<file path="src/rtl/sega_pad_pkg.sv">
// Shared types and constants for the DB9 Sega/Atari pad poller: sequencer
// states, button bit positions and the select level driven in each state.
package sega_pad_pkg;

    typedef enum logic [3:0] {
        IDLE = 4'd0,
        S0   = 4'd1,
        S1   = 4'd2,
        S2   = 4'd3,
        S3   = 4'd4,
        S4   = 4'd5,
        S5   = 4'd6,
        S6   = 4'd7,
        S7   = 4'd8
    } pad_state_e;

    localparam int BTN_UP    = 0;
    localparam int BTN_DOWN  = 1;
    localparam int BTN_LEFT  = 2;
    localparam int BTN_RIGHT = 3;
    localparam int BTN_B     = 4;
    localparam int BTN_C     = 5;
    localparam int BTN_A     = 6;
    localparam int BTN_START = 7;
    localparam int BTN_Z     = 8;
    localparam int BTN_Y     = 9;
    localparam int BTN_X     = 10;
    localparam int BTN_MODE  = 11;

    // Bit n is the select level while in state S<n>.
    localparam logic [7:0] SEL_PATTERN = 8'b10101010;

    function automatic logic sel_level(input pad_state_e s);
        logic [3:0] idx;
        idx = s - S0;
        if (s == IDLE) begin
            return 1'b1;
        end
        return SEL_PATTERN[idx[2:0]];
    endfunction

endpackage

</file>
<file path="src/rtl/sega_pad_decode.sv">
// Per-port decoder: synchronises the raw pins, captures them into shadow
// registers as the sequencer walks the select pattern, and commits atomically.
module sega_pad_decode
    import sega_pad_pkg::*;
(
    input  logic        clk,
    input  logic        reset,
    input  logic [5:0]  pins_raw,
    input  pad_state_e  state,
    input  logic        step_end,
    input  logic        commit,
    output logic [11:0] joy,
    output logic        six,
    output logic        md
);

    // The synchroniser stores active-high values so a cleared flop means "released".
    logic [5:0]  sync1_q, sync1_d;
    logic [5:0]  act_q, act_d;
    logic [11:0] sh_q, sh_d;
    logic        md_sh_q, md_sh_d;
    logic        six_sh_q, six_sh_d;
    logic [11:0] joy_q, joy_d;
    logic        six_q, six_d;
    logic        md_q, md_d;

    always_comb begin
        sync1_d  = ~pins_raw;
        act_d    = sync1_q;
        sh_d     = sh_q;
        md_sh_d  = md_sh_q;
        six_sh_d = six_sh_q;
        joy_d    = joy_q;
        six_d    = six_q;
        md_d     = md_q;

        if (step_end) begin
            case (state)
                S1: begin
                    sh_d[BTN_RIGHT:BTN_UP] = act_q[3:0];
                    sh_d[BTN_B]            = act_q[4];
                    sh_d[BTN_C]            = act_q[5];
                end
                S2: begin
                    // A Mega Drive pad pulls left and right low together while select is low.
                    if (act_q[3] && act_q[2]) begin
                        md_sh_d        = 1'b1;
                        sh_d[BTN_START] = act_q[5];
                        sh_d[BTN_A]     = act_q[4];
                    end else begin
                        md_sh_d        = 1'b0;
                        sh_d[BTN_START] = 1'b0;
                        sh_d[BTN_A]     = 1'b0;
                    end
                end
                S4: begin
                    six_sh_d = md_sh_q && (&act_q[3:0]);
                end
                S5: begin
                    sh_d[BTN_MODE:BTN_Z] = six_sh_q ? act_q[3:0] : 4'b0000;
                end
                default: begin
                end
            endcase
        end

        if (commit) begin
            joy_d = sh_q;
            six_d = six_sh_q;
            md_d  = md_sh_q;
        end
    end

    always_ff @(posedge clk) begin
        if (reset) begin
            sync1_q  <= 6'd0;
            act_q    <= 6'd0;
            sh_q     <= 12'd0;
            md_sh_q  <= 1'b0;
            six_sh_q <= 1'b0;
            joy_q    <= 12'd0;
            six_q    <= 1'b0;
            md_q     <= 1'b0;
        end else begin
            sync1_q  <= sync1_d;
            act_q    <= act_d;
            sh_q     <= sh_d;
            md_sh_q  <= md_sh_d;
            six_sh_q <= six_sh_d;
            joy_q    <= joy_d;
            six_q    <= six_d;
            md_q     <= md_d;
        end
    end

    assign joy = joy_q;
    assign six = six_q;
    assign md  = md_q;

endmodule

</file>
<file path="src/rtl/sega_pad_reader.sv">
// Two-port DB9 pad poller: a tick-divided sequencer drives the shared select
// line and strobes the per-port decoders, publishing results once per poll.
module sega_pad_reader
    import sega_pad_pkg::*;
#(
    parameter int TICK_DIV   = 400,
    parameter int IDLE_STEPS = 160
) (
    input  logic        clk,
    input  logic        reset,
    input  logic [5:0]  joy1_pins,
    input  logic [5:0]  joy2_pins,
    output logic        sel_o,
    output logic [11:0] joy1,
    output logic [11:0] joy2,
    output logic        six1,
    output logic        six2,
    output logic        md1,
    output logic        md2,
    output logic        poll_done
);

    logic [15:0] tick_q, tick_d;
    logic [15:0] step_q, step_d;
    pad_state_e  state_q, state_d;
    logic        sel_q, sel_d;
    logic        poll_done_q, poll_done_d;
    logic        step_end;
    logic        commit;

    always_comb begin
        step_end    = (tick_q == 16'(TICK_DIV - 1));
        tick_d      = step_end ? 16'd0 : tick_q + 16'd1;
        state_d     = state_q;
        step_d      = step_q;
        commit      = 1'b0;

        if (step_end) begin
            case (state_q)
                IDLE: begin
                    if (step_q == 16'(IDLE_STEPS - 1)) begin
                        step_d  = 16'd0;
                        state_d = S0;
                    end else begin
                        step_d = step_q + 16'd1;
                    end
                end
                S0: state_d = S1;
                S1: state_d = S2;
                S2: state_d = S3;
                S3: state_d = S4;
                S4: state_d = S5;
                S5: state_d = S6;
                S6: state_d = S7;
                S7: begin
                    state_d = IDLE;
                    commit  = 1'b1;
                end
                default: state_d = IDLE;
            endcase
        end

        // Select follows the state it is entering so the level changes with the state.
        sel_d       = sel_level(state_d);
        poll_done_d = commit;
    end

    always_ff @(posedge clk) begin
        if (reset) begin
            tick_q      <= 16'd0;
            step_q      <= 16'd0;
            state_q     <= IDLE;
            sel_q       <= 1'b1;
            poll_done_q <= 1'b0;
        end else begin
            tick_q      <= tick_d;
            step_q      <= step_d;
            state_q     <= state_d;
            sel_q       <= sel_d;
            poll_done_q <= poll_done_d;
        end
    end

    sega_pad_decode u_port1 (
        .clk      (clk),
        .reset    (reset),
        .pins_raw (joy1_pins),
        .state    (state_q),
        .step_end (step_end),
        .commit   (commit),
        .joy      (joy1),
        .six      (six1),
        .md       (md1)
    );

    sega_pad_decode u_port2 (
        .clk      (clk),
        .reset    (reset),
        .pins_raw (joy2_pins),
        .state    (state_q),
        .step_end (step_end),
        .commit   (commit),
        .joy      (joy2),
        .six      (six2),
        .md       (md2)
    );

    assign sel_o     = sel_q;
    assign poll_done = poll_done_q;

endmodule

</file>
<file path="config.mk">
export PLATFORM = sky130hd
export DESIGN_NAME = sega_pad_reader
export DESIGN_NICKNAME = d
export VERILOG_FILES = /design/src/rtl/sega_pad_pkg.sv /design/src/rtl/sega_pad_decode.sv /design/src/rtl/sega_pad_reader.sv
export SDC_FILE = /design/constraint.sdc
export NUM_CORES = 1
export LEC_CHECK = 0
export CAP_MARGIN = 20
export CORE_MARGIN = 2
export CORE_UTILIZATION = 59
export CTS_BUF_LIST = sky130_fd_sc_hd__clkbuf_2
export DETAILED_ROUTE_END_ITERATION = 8
export PLACE_DENSITY = 0.82
export SYNTH_ARGS = -nofsm -noshare
export SYNTH_HDL_FRONTEND = slang
export SYNTH_HIERARCHICAL = 1
export SYNTH_SLANG_ARGS = --single-unit
</file>
<file path="constraint.sdc">
create_clock -name clk -period 3.2 [get_ports clk]
set_clock_uncertainty 0.05 [all_clocks]
set_input_delay 0.64 -clock clk [delete_from_list [all_inputs] [get_ports clk]]
set_output_delay 0.64 -clock clk [all_outputs]
set_load 0.01 [all_outputs]
</file>
# Yosys cells after proc, flatten, opt, wreduce, memory -nomap -nowiden
# Memory sizes are Yosys's and may differ from the RTL's.
# Cells that the tools add are included.
# W data, S select, Z words.
# totals
wordCells	72
memories	1
input_bits	14
reg_bits	118
mem_bits_ro	8
out_inout_bits	30
# mem_list
name	words	word_bits	read_ports	rd_clocked_by_memory_dff	wr	line_no	rtl
(no name shown)	8	1	1	0	0	sega_pad_pkg.sv:39	return SEL_PATTERN[idx[2:0]];
# op_classes
addsub	3
n_mux	16
reduce_logical	14
n_eq_ne	10
order_cmp	1
n_bitwise	2
# op_table
operator	n
$add A16 B1 Y16 const B	2
$pmux W4 S8	1
$eq A16 B8 Y1 const B	1
$eq A16 B9 Y1 const B	1
$eq A4 B3 Y1 const B	4
$mux W16	1
$mux W4	4
$not A6 Y6	2
$reduce_and A2 Y1	5
$eq A4 B2 Y1 const B	2
$logic_not A4 Y1	2
$mux W1	8
$reduce_and A4 Y1	2
$eq A4 B1 Y1 const B	1
$eq A4 B4 Y1 const B	1
$logic_and A1 B1 Y1	4
$lt A3 B4 Y1 const B	1
$mux W2	2
$sub A3 B1 Y3 const B	1
$reduce_or A2 Y1	1

# Longest topological paths before layout
# Gate-level depths: netlist of the first run.
# depth
ltp_word	8
mapped_depth	10
ltp_nobuf	7

# Cells and area by module
# Netlist of the first run, hierarchy kept.
# by_module_without_submodules
module	area_per_inst_um2	cells_each	n_inst
sega_pad_decode	1428.9	144	2
sega_pad_reader	1860.5	215	1

# Least setup slack after synthesis of the first run
# Ideal clock, no wire load.
# synth_timing
path_kind	register -> register
start	register state_q[0]
end	register step_q[15]
arrival_time_ps	2354
period_less_slack_ps	2474
setup_ps	70
t_required_ps	3080
path_slack_ps	726
path_buffers	3
stages_incl_launch_ff	8
path_cell_list	dfxtp_1 > buf_6 > or4_4 > buf_6 > or4_1 > buf_2 > or4_1 > a21oi_1
# synth_between
elab_chain_len	2
# synth_lines
element	line_no	rtl
start: declaration	sega_pad_reader.sv:25	pad_state_e state_q, state_d;
start signal: assignment	sega_pad_reader.sv:78	state_q <= state_d;
$logic_not A4 Y1	sega_pad_reader.sv:39	case (state_q)
$reduce_and A2 Y1 (no line)	--	
end signal: assignment	sega_pad_reader.sv:77	step_q <= step_d;
end: declaration	sega_pad_reader.sv:24	logic [15:0] step_q, step_d;
# No other way between the ends.
# A chain may end at the register's enable or synchronous reset.

# Worst setup path after layout of the first run
# layout_timing
start	register tick_q[4]
end	register u_port1.sh_q[0]
# layout_between
elab_chain_len	2
# layout_lines
element	line_no	rtl
start: declaration	sega_pad_reader.sv:23	logic [15:0] tick_q, tick_d;
start signal: assignment	sega_pad_reader.sv:76	tick_q <= tick_d;
$eq A16 B9 Y1	sega_pad_reader.sv:32	step_end = (tick_q == 16'(TICK_DIV - 1));
net step_end	sega_pad_reader.sv:28	logic step_end;
$reduce_and A2 Y1 (no line)	--	
end signal: assignment	sega_pad_decode.sv:78	sh_q <= 12'd0;
end signal: assignment	sega_pad_decode.sv:87	sh_q <= sh_d;
end: declaration	sega_pad_decode.sv:20	logic [11:0] sh_q, sh_d;
# The timed path passes the listed nets, and every way through them passes these cells.

==> results of run 1 <==
[registers in the layout, summed over array words and instances, names as in the netlist, 4 cells and up]
name,cells
u_port2/act_q,6
u_port2/sh_q,12
state_q,4
u_port1/act_q,6
u_port2/joy,12
step_q,16
u_port1/joy,12
tick_q,16
u_port1/act_d,6
u_port1/sh_q,12
u_port2/act_d,6
[worst paths after layout]
| path | from | end |
|---|---|---|
| setup / recovery | tick_q[4] | u_port1/sh_q[0] |
| hold / removal | reset | u_port2/sh_q[11] |
| setup reg to reg | tick_q[4] | u_port1/sh_q[0] |
| hold reg to reg | u_port2/act_d[2] | u_port2/act_q[2] |
[layout by cell type, fill, tap and decap left out, types with 3 or more instances in the layout]
cell and n:
mux2i_1 46, nor2b_1 12, or3_1 13, o31ai_1 11, inv_6 4, clkinv_4 3, nor4_1 5, nand4_1 14
dfxtp_1 118, xor2_1 9, nand3b_1 5, nor2_1 57, and3_1 6, nand2b_1 4, o21ai_0 18, clkdlybuf4s50_1 42
nand2_1 57, clkinv_1 3, and4_1 3, buf_4 7, nand3_1 14, or4_1 13, clkinvlp_4 3, nor3_1 4
clkbuf_2 17, a21oi_1 32
[report_power, final]
group	total, µW	internal, µW	leakage, µW	switching, µW
Clock	922	298	0.000133	623
Sequential	1500	1490	0.000956	9.97
Combinational	58.6	25.3	0.000788	33.3
[layer usage]
metal  track usage  up-vias
met5             0        -
met4         0.103        0
met3        0.0596       22
met2         0.354       77
met1         0.280     1755
li1              -     1868
[cell type report]
type,count,area (µm²),share of cell area
multi-input combinational,354,2190,0.405
timing repair buffer,50,478,0.0885
clock buffer,17,85.1,0.0158
tap,102,128,0.0236
inverter,4,15.0,0.00278
sequential,118,2360,0.437
clock inverter,15,145,0.0269
[logic make-up (layout without fill, tap and decap cells)]
kind of cell,Yosys count,after routing,share of synthesized area
compound gates,66,66,0.0780
flops,118,118,0.501
fa+ha+maj,2,2,0.00530
simple gates,229,229,0.261
xor+xnor,11,11,0.0204
mux,46,46,0.0976
buf+inv,31,86,0.0371
[metrics by stage]
| step | cells | hold WS (ps) | worst slack [ps] | cell area (µm²) | util |
|---|---|---|---|---|---|
| after floorplan | 503 | 364 | 726 | 4720 | - |
| after global placement | 628 | 369 | 717 | 5170 | 0.669 |
| final | 660 | 359 | 509 | 5400 | 0.699 |
| after CTS | 660 | 298 | 587 | 5400 | 0.699 |
| after global routing | 660 | 311 | 310 | 5400 | 0.699 |
| after detailed placement | 628 | 370 | 635 | 5170 | 0.669 |
==> results.json, run 1 <==
{
  "status": "complete, no violations",
  "hold_path_depth": 2,
  "yosysMostFrequentCell": "dfxtp_1",
  "ys_warn_count": 6,
  "p_leak_uw": 0.00188,
  "syn_area_mm2": 0.00472,
  "grt_antenna_before_repair": 0,
  "relSlewSlack": 0.348,
  "drive_gt1_frac": 0.0914,
  "hold_path_class": "in -> reg",
  "via_per_inst": 5.64,
  "synth_seq_area_share": 0.501,
  "cts_sinks": 118,
  "routedWlPerCell_um": 13.9,
  "gp_congestion": 0.841,
  "max_freq_mhz": 372,
  "grt_max_degree": 50,
  "cp.required_ps": 3750,
  "synth_common_cells": "dfxtp_1 (118), nor2_1 (58), nand2_1 (57)",
  "dr.first_iter.drc_count": 124,
  "critPathArrivalTime_ps": 3240,
  "die-area_mm2": 0.00873,
  "io_buffers": 43,
  "dp_hpwl_um": 6120,
  "worst_slew_pin_slew_ps": 969,
  "ioPinCount": 44,
  "synth_area_leader_cell": "dfxtp_1",
  "cp.depth": 6,
  "synth_enable_flop_cells": 0,
  "initial_utilization": 0.611,
  "crit_slowest_cell": "nor4_1",
  "syn_avg_cell_area_um2": 9.38,
  "drt-met1-wl_um": 4200,
  "grt_pass1_vias": 3437,
  "cpPeakStageDelay_ps": 600,
  "clk_latency_ps": 660,
  "chipWidth_um": 93.4,
  "critPathCaptureType": "register",
  "post_cts_buffers": 0,
  "synth-seq-cells": 118,
  "synthToLayoutAreaGrowth_pct": 14.5,
  "power-per-cell-area_mw_per_mm2": 459,
  "ys_async_sr_fraction": 0,
  "critical_path_peak_fanout": 8,
  "fin_nets": 561,
  "synth_nets": 519,
  "tritoncts": "done",
  "antennaDiodeCount": 0,
  "synthCells": 503,
  "synth_top_area_share": 0.501,
  "power.total_uw": 2480,
  "clockBufferDepth": 2,
  "synth.distinct_cells": 49,
  "vias": 3722,
  "period_needed_ps": 2690,
  "drc": 0,
  "rows": 32,
  "top_layer": "met4",
  "hold_buffers": 0,
  "start_kind": "register",
  "peakVddDrop_uv": 352,
  "rsz0062_at_grt": "no",
  "grt_pass1_wl_um": 15400,
  "synth_ff_type": "dfxtp_1",
  "fin_setup_tns_ps": 0,
  "wirelength_um": 9140,
  "crit_path_cell_trace": "nor4_1 > nand4_2 > inv_1 > nor3b_1 > and3b_1 > mux2i_1",
  "post-route-period-util": 0.841,
  "path_clk_slew_ps": 210,
  "die_h_um": 93.4,
  "grt-ovfl-total": 0,
  "synth_area_leaders": "dfxtp_1 (50%), mux2i_1 (9.8%), nor2_1 (4.6%)",
  "wl_met2_um": 4390,
  "cap_violations": 0,
  "grt_usage": 0.222,
  "setup_viol": 0,
  "coreArea_mm2": 0.00773,
  "hold_viol": 0,
  "nFillCells": 567,
  "cts_buffers": 17,
  "path_class": "reg -> reg",
  "firstDrtPassIters": 4,
  "critPathTopFamily": "simple AND/OR/NAND/NOR gates",
  "regToRegSetupSlack_ps": 510,
  "reg2reg_depth": 6,
  "crit_buf_inv": 1,
  "cts_resized": 0,
  "cts_root_buf": "clkbuf_2",
  "drtAntennaViolNets": 0,
  "drv_slew": 0,
  "h-tree-depth": 4,
  "met3_length_um": 397
}
Power figures use the tool's default switching activity.
==> run 2, diff against run 1 <==
Settings changed: CORE_UTILIZATION 59 to 53, PLACE_DENSITY 0.82 to 0.78.
Clock period 3.2 ns to 2.4 ns, I/O delays scaled along.
==> run 2 against run 1 <==
Global-route usage is 2.1 points lower. Maximum frequency is 21% higher. Setup slack worse by 340 ps.
==> results.json, run 2 (synthesized netlist as in run 1, its figures left out) <==
{
  "die-area_mm2": 0.00967,
  "drc": 0,
  "place_area_mm2": 0.00525,
  "grt_max_degree": 31,
  "critical_path_peak_fanout": 8,
  "via_per_inst": 5.54,
  "worst_slew_pin_slew_ps": 463,
  "relSlewSlack": 0.691,
  "use_met3": 0.0601,
  "cts_buffers": 17,
  "path_clk_slew_ps": 200,
  "period_needed_ps": 2230,
  "synthToLayoutAreaGrowth_pct": 15.6,
  "gp_congestion": 0.838,
  "setup_viol": 0,
  "top_regs": "step_q (16), tick_q (16)",
  "layout_commonest_cell": "dfxtp_1",
  "io_buffers": 43,
  "critPathArrivalTime_ps": 2750,
  "die_h_um": 98.4,
  "initial_utilization": 0.544,
  "status": "complete, no violations",
  "path_class": "reg -> reg",
  "grt-ovfl-total": 0,
  "max_freq_mhz": 449,
  "mostFrequentLayoutCells": "dfxtp_1 (117), nand2_1 (57), nor2_1 (57)",
  "drv_slew": 0,
  "clk_latency_ps": 640,
  "peakVddDrop_uv": 486,
  "antennaDiodeCount": 0,
  "met1_usage": 0.255,
  "fin_setup_tns_ps": 0,
  "rows": 34,
  "cts_sinks": 118,
  "vias": 3737,
  "gr-max-usage-layer": "met2",
  "routedWlPerCell_um": 13.8,
  "grt_usage": 0.201,
  "ioPinCount": 44,
  "cts_root_buf": "clkbuf_2",
  "cp.required_ps": 2930,
  "cap_violations": 0,
  "rsz0062_at_grt": "no",
  "met2_usage": 0.327,
  "grt_pass1_wl_um": 16000,
  "wirelength_um": 9310,
  "firstDrtPassIters": 5,
  "grt_antenna_before_repair": 0,
  "start_kind": "register",
  "p_leak_uw": 0.00189,
  "h-tree-depth": 4,
  "critPathCaptureType": "register",
  "dr.first_iter.drc_count": 140,
  "dp_hpwl_um": 6360,
  "clockBufferDepth": 2,
  "coreArea_mm2": 0.00868,
  "hold_viol": 0,
  "post-route-period-util": 0.929,
  "fin_nets": 569,
  "grt_pass1_vias": 3490,
  "chipWidth_um": 98.4,
  "tritoncts": "done",
  "final_area_mm2": 0.00546,
  "hold_path_class": "in -> reg",
  "drive_gt1_frac": 0.110,
  "power-per-cell-area_mw_per_mm2": 583,
  "drtAntennaViolNets": 0
}
## run 2: through the flow
step	utilization	hold slack, ps	instances	power (µW)	setup slack, ps
after floorplan	-	364	503	2080	10.3
after global placement	0.605	369	642	2110	265
after detailed placement	0.605	373	642	2120	179
after CTS	0.628	80.0	674	3210	124
after global routing	0.629	47.9	674	3340	14.3
final	0.629	132	674	3180	171
## run 2: final timing paths
check / from / end / slack, ps / cells after the start
worst max-delay path: tick_q[4] / u_port1/sh_q[2] / 170 / 7
worst min-delay path: reset / u_port1/act_d[2] / 130 / 2
worst max register to register: tick_q[4] / u_port1/sh_q[2] / 170 / 7
worst min register to register: u_port1/act_d[1] / u_port1/act_q[1] / 410 / 1
## run 2: report_power, final
part           switching [µW]  internal [µW]  total, µW  leakage, µW
clock                     814            288       1100     0.000110
combinational            45.9           34.2       80.0     0.000820
sequential               13.5           1980       2000     0.000957
total                     874           2310       3180      0.00189
## run 2: what timing repair did
action	in CTS	in global routing
gates resized for setup	0	1
endpoints found under the setup margin	0	8
hold buffers	0	0
buffers inserted	0	0
hold endpoints to repair	0	0
## run 2: area by class of cell
type	instances	area (µm²)
fillers	735	3220
multi-input cells	354	2190
clock buffers	17	85.1
clock inverters	15	121
repair buffers	58	538
well taps	108	135
flip-flops and latches	118	2370
inverters	4	18.8
## run 2: worst max-delay path, cell delays in order, from the launching register on
cell	delay, ps
dfxtp_1	400
nor4_1	290
buf_4	170
nand4_2	130
clkinvlp_4	220
nor3b_1	330
and3b_1	350
mux2i_1	230
## run 2: metal layers
metal / share of wire / vias up / wire (µm)
met5: 0 / - / 0
li1: - / 1887 / -
met2: 0.49 / 95 / 4560
met3: 0.053 / 11 / 492
met4: 0.0076 / 0 / 71
met1: 0.45 / 1744 / 4180
==> run 3, diff against run 2 <==
Settings changed: CORE_ASPECT_RATIO set to 0.7, CORE_UTILIZATION 53 to 59, PLACE_DENSITY 0.78 to 0.82.
Clock period 2.4 ns to 2.23 ns, I/O delays scaled along.
==> run 3 against run 2 <==
Global-route usage increased by 3.4 points. Clock-buffer cell count increased by 2. Critical path depth decreased by 3. First-iteration DRC count increased by 71%. Sequential power increased by 7%. Via count increased by 2.7%. Sequential share of layout area decreased by 0.11 points.
==> results.json, run 3 (synthesized netlist as in run 1, its figures left out) <==
{
  "status": "complete, no violations",
  "placedCellCount": 635,
  "final_cell_count_no_fill": 667,
  "p_switching_uw": 812,
  "drtAntennaViolNets": 0,
  "peakVddDrop_uv": 508,
  "routedWlPerCell_um": 14.7,
  "reg2reg_depth": 4,
  "hold_viol": 0,
  "grt_usage": 0.235,
  "initial_utilization": 0.605,
  "tritoncts": "done",
  "p_comb_frac": 0.026,
  "path_class": "reg -> reg",
  "grt_max_degree": 36,
  "drive_gt1_frac": 0.124,
  "via_per_inst": 5.76,
  "regToRegSetupSlack_ps": 110,
  "period_needed_ps": 2120,
  "start_kind": "register",
  "grt_pass1_vias": 3617,
  "swShare": 0.241,
  "setup_viol": 0,
  "post-route-period-util": 0.952,
  "cts_buffers": 17,
  "grt_pass1_wl_um": 16700,
  "grt_antenna_before_repair": 0,
  "internal-power_uw": 2550,
  "power-per-cell-area_mw_per_mm2": 614,
  "drv_slew": 0,
  "worst_slew_pin_slew_ps": 552,
  "clockBufferDepth": 2,
  "relSlewSlack": 0.629,
  "rsz0062_at_grt": "no",
  "fin_nets": 569,
  "startpoint": "state_q[1]",
  "path_clk_slew_ps": 170,
  "fin_setup_tns_ps": 0,
  "coreArea_mm2": 0.00780,
  "wirelength_um": 9800,
  "p_seq_frac": 0.638,
  "die_h_um": 78.8,
  "r2r-start": "state_q[1]",
  "synthToLayoutAreaGrowth_pct": 16.2,
  "cap_violations": 0,
  "critPathCaptureType": "register",
  "nFillCells": 614,
  "h-tree-depth": 4,
  "vias": 3839,
  "drc": 0,
  "io_buffers": 43,
  "layout_commonest_cell": "dfxtp_1",
  "antennaDiodeCount": 0,
  "p_leak_uw": 0.00194,
  "cts_sinks": 118,
  "top_regs": "step_q (16), tick_q (16)",
  "finalHoldWorstSlack_ps": 231,
  "chipWidth_um": 111,
  "clkPwrFrac": 0.336,
  "endpoint": "step_q[15]",
  "hold_buffers": 0,
  "max_freq_mhz": 471,
  "mostFrequentLayoutCells": "dfxtp_1 (115), nand2_1 (57), nor2_1 (57)",
  "cts_root_buf": "clkbuf_2",
  "timing.rr.end": "step_q[15]",
  "critical_path_peak_fanout": 10,
  "gp_congestion": 0.848,
  "cp.required_ps": 2750,
  "dp_hpwl_um": 6700,
  "hold_path_class": "in -> reg",
  "dr.first_iter.drc_count": 240,
  "grt-ovfl-total": 0,
  "post_cts_buffers": 0,
  "critPathArrivalTime_ps": 2640,
  "clk_latency_ps": 620,
  "rows": 27,
  "die-area_mm2": 0.00874,
  "ioPinCount": 44,
  "firstDrtPassIters": 5
}
## run 3: changes by cell type in the layout (fill, tap and decap cells not counted), sizes merged
cell,before,now
clkinv,5,13
clkbuf,17,19
clkinvlp,7,1
bufinv,0,1
inv,7,2
## run 3: routing by layer
layer / vias to the layer above / part of all wire / GRT usage
met5: - / 0 / 0
met4: 0 / 0.011 / 0.0863
met3: 14 / 0.048 / 0.0618
met2: 108 / 0.46 / 0.374
met1: 1835 / 0.49 / 0.312
li1: 1882 / - / -
## run 3: worst min path at each step
stage | from | end | slack, ps | depth (start not counted)
3_5_place_dp | u_port1/act_d[4] | u_port1/act_q[4] | 370 | 1
6_report | reset | u_port2/md_sh_q | 230 | 3
2_1_floorplan | u_port1/act_d[0] | u_port1/act_q[0] | 360 | 1
5_1_grt | reset | u_port1/md_sh_q | 200 | 3
3_3_place_gp | u_port2/act_d[0] | u_port2/act_q[0] | 370 | 1
4_1_cts | reset | u_port2/md_sh_q | 170 | 3
## run 3: cell type report
class	instances	area, µm²	share of cell area
flip-flops and latches	118	2370	0.433
multi-input cells	354	2230	0.407
repair buffers	58	551	0.100
well taps	101	126	0.0231
clock buffers	19	95.1	0.0173
clock inverters	13	88.8	0.0162
inverters	4	18.8	0.00342
## run 3: power by group through the flow
| stage | sequential, µW | combinational [µW] | clock [µW] |
|---|---|---|---|
| detailed placement | 2190 | 88.1 | 0 |
| global placement | 2190 | 85.4 | 0 |
| CTS | 2150 | 88.4 | 1160 |
| global route | 2150 | 98.0 | 1260 |
| floorplan | 2190 | 50.8 | 0 |
| finish | 2150 | 88.3 | 1130 |
## run 3: critical path, cell delays in order, from the launching register on
cell,delay (ps)
dfxtp_4,380
or4_4,530
or4_4,560
or4_1,420
a21oi_1,140
## run 3: timing repair
action,in CTS,in global routing
cloned,0,0
endpoints found under the setup margin,1,22
gates resized for setup,1,6
## run 3: per-stage QoR
| step | setup WS, ps | util | total power, µW | cell area (µm²) |
|---|---|---|---|---|
| after floorplan | -26.1 | - | 2240 | 4750 |
| after global placement | 169 | 0.675 | 2280 | 5270 |
| after detailed placement | 55.4 | 0.675 | 2280 | 5270 |
| after CTS | 8.13 | 0.699 | 3400 | 5450 |
| after global routing | 11.6 | 0.702 | 3510 | 5480 |
| final | 107 | 0.702 | 3370 | 5480 |
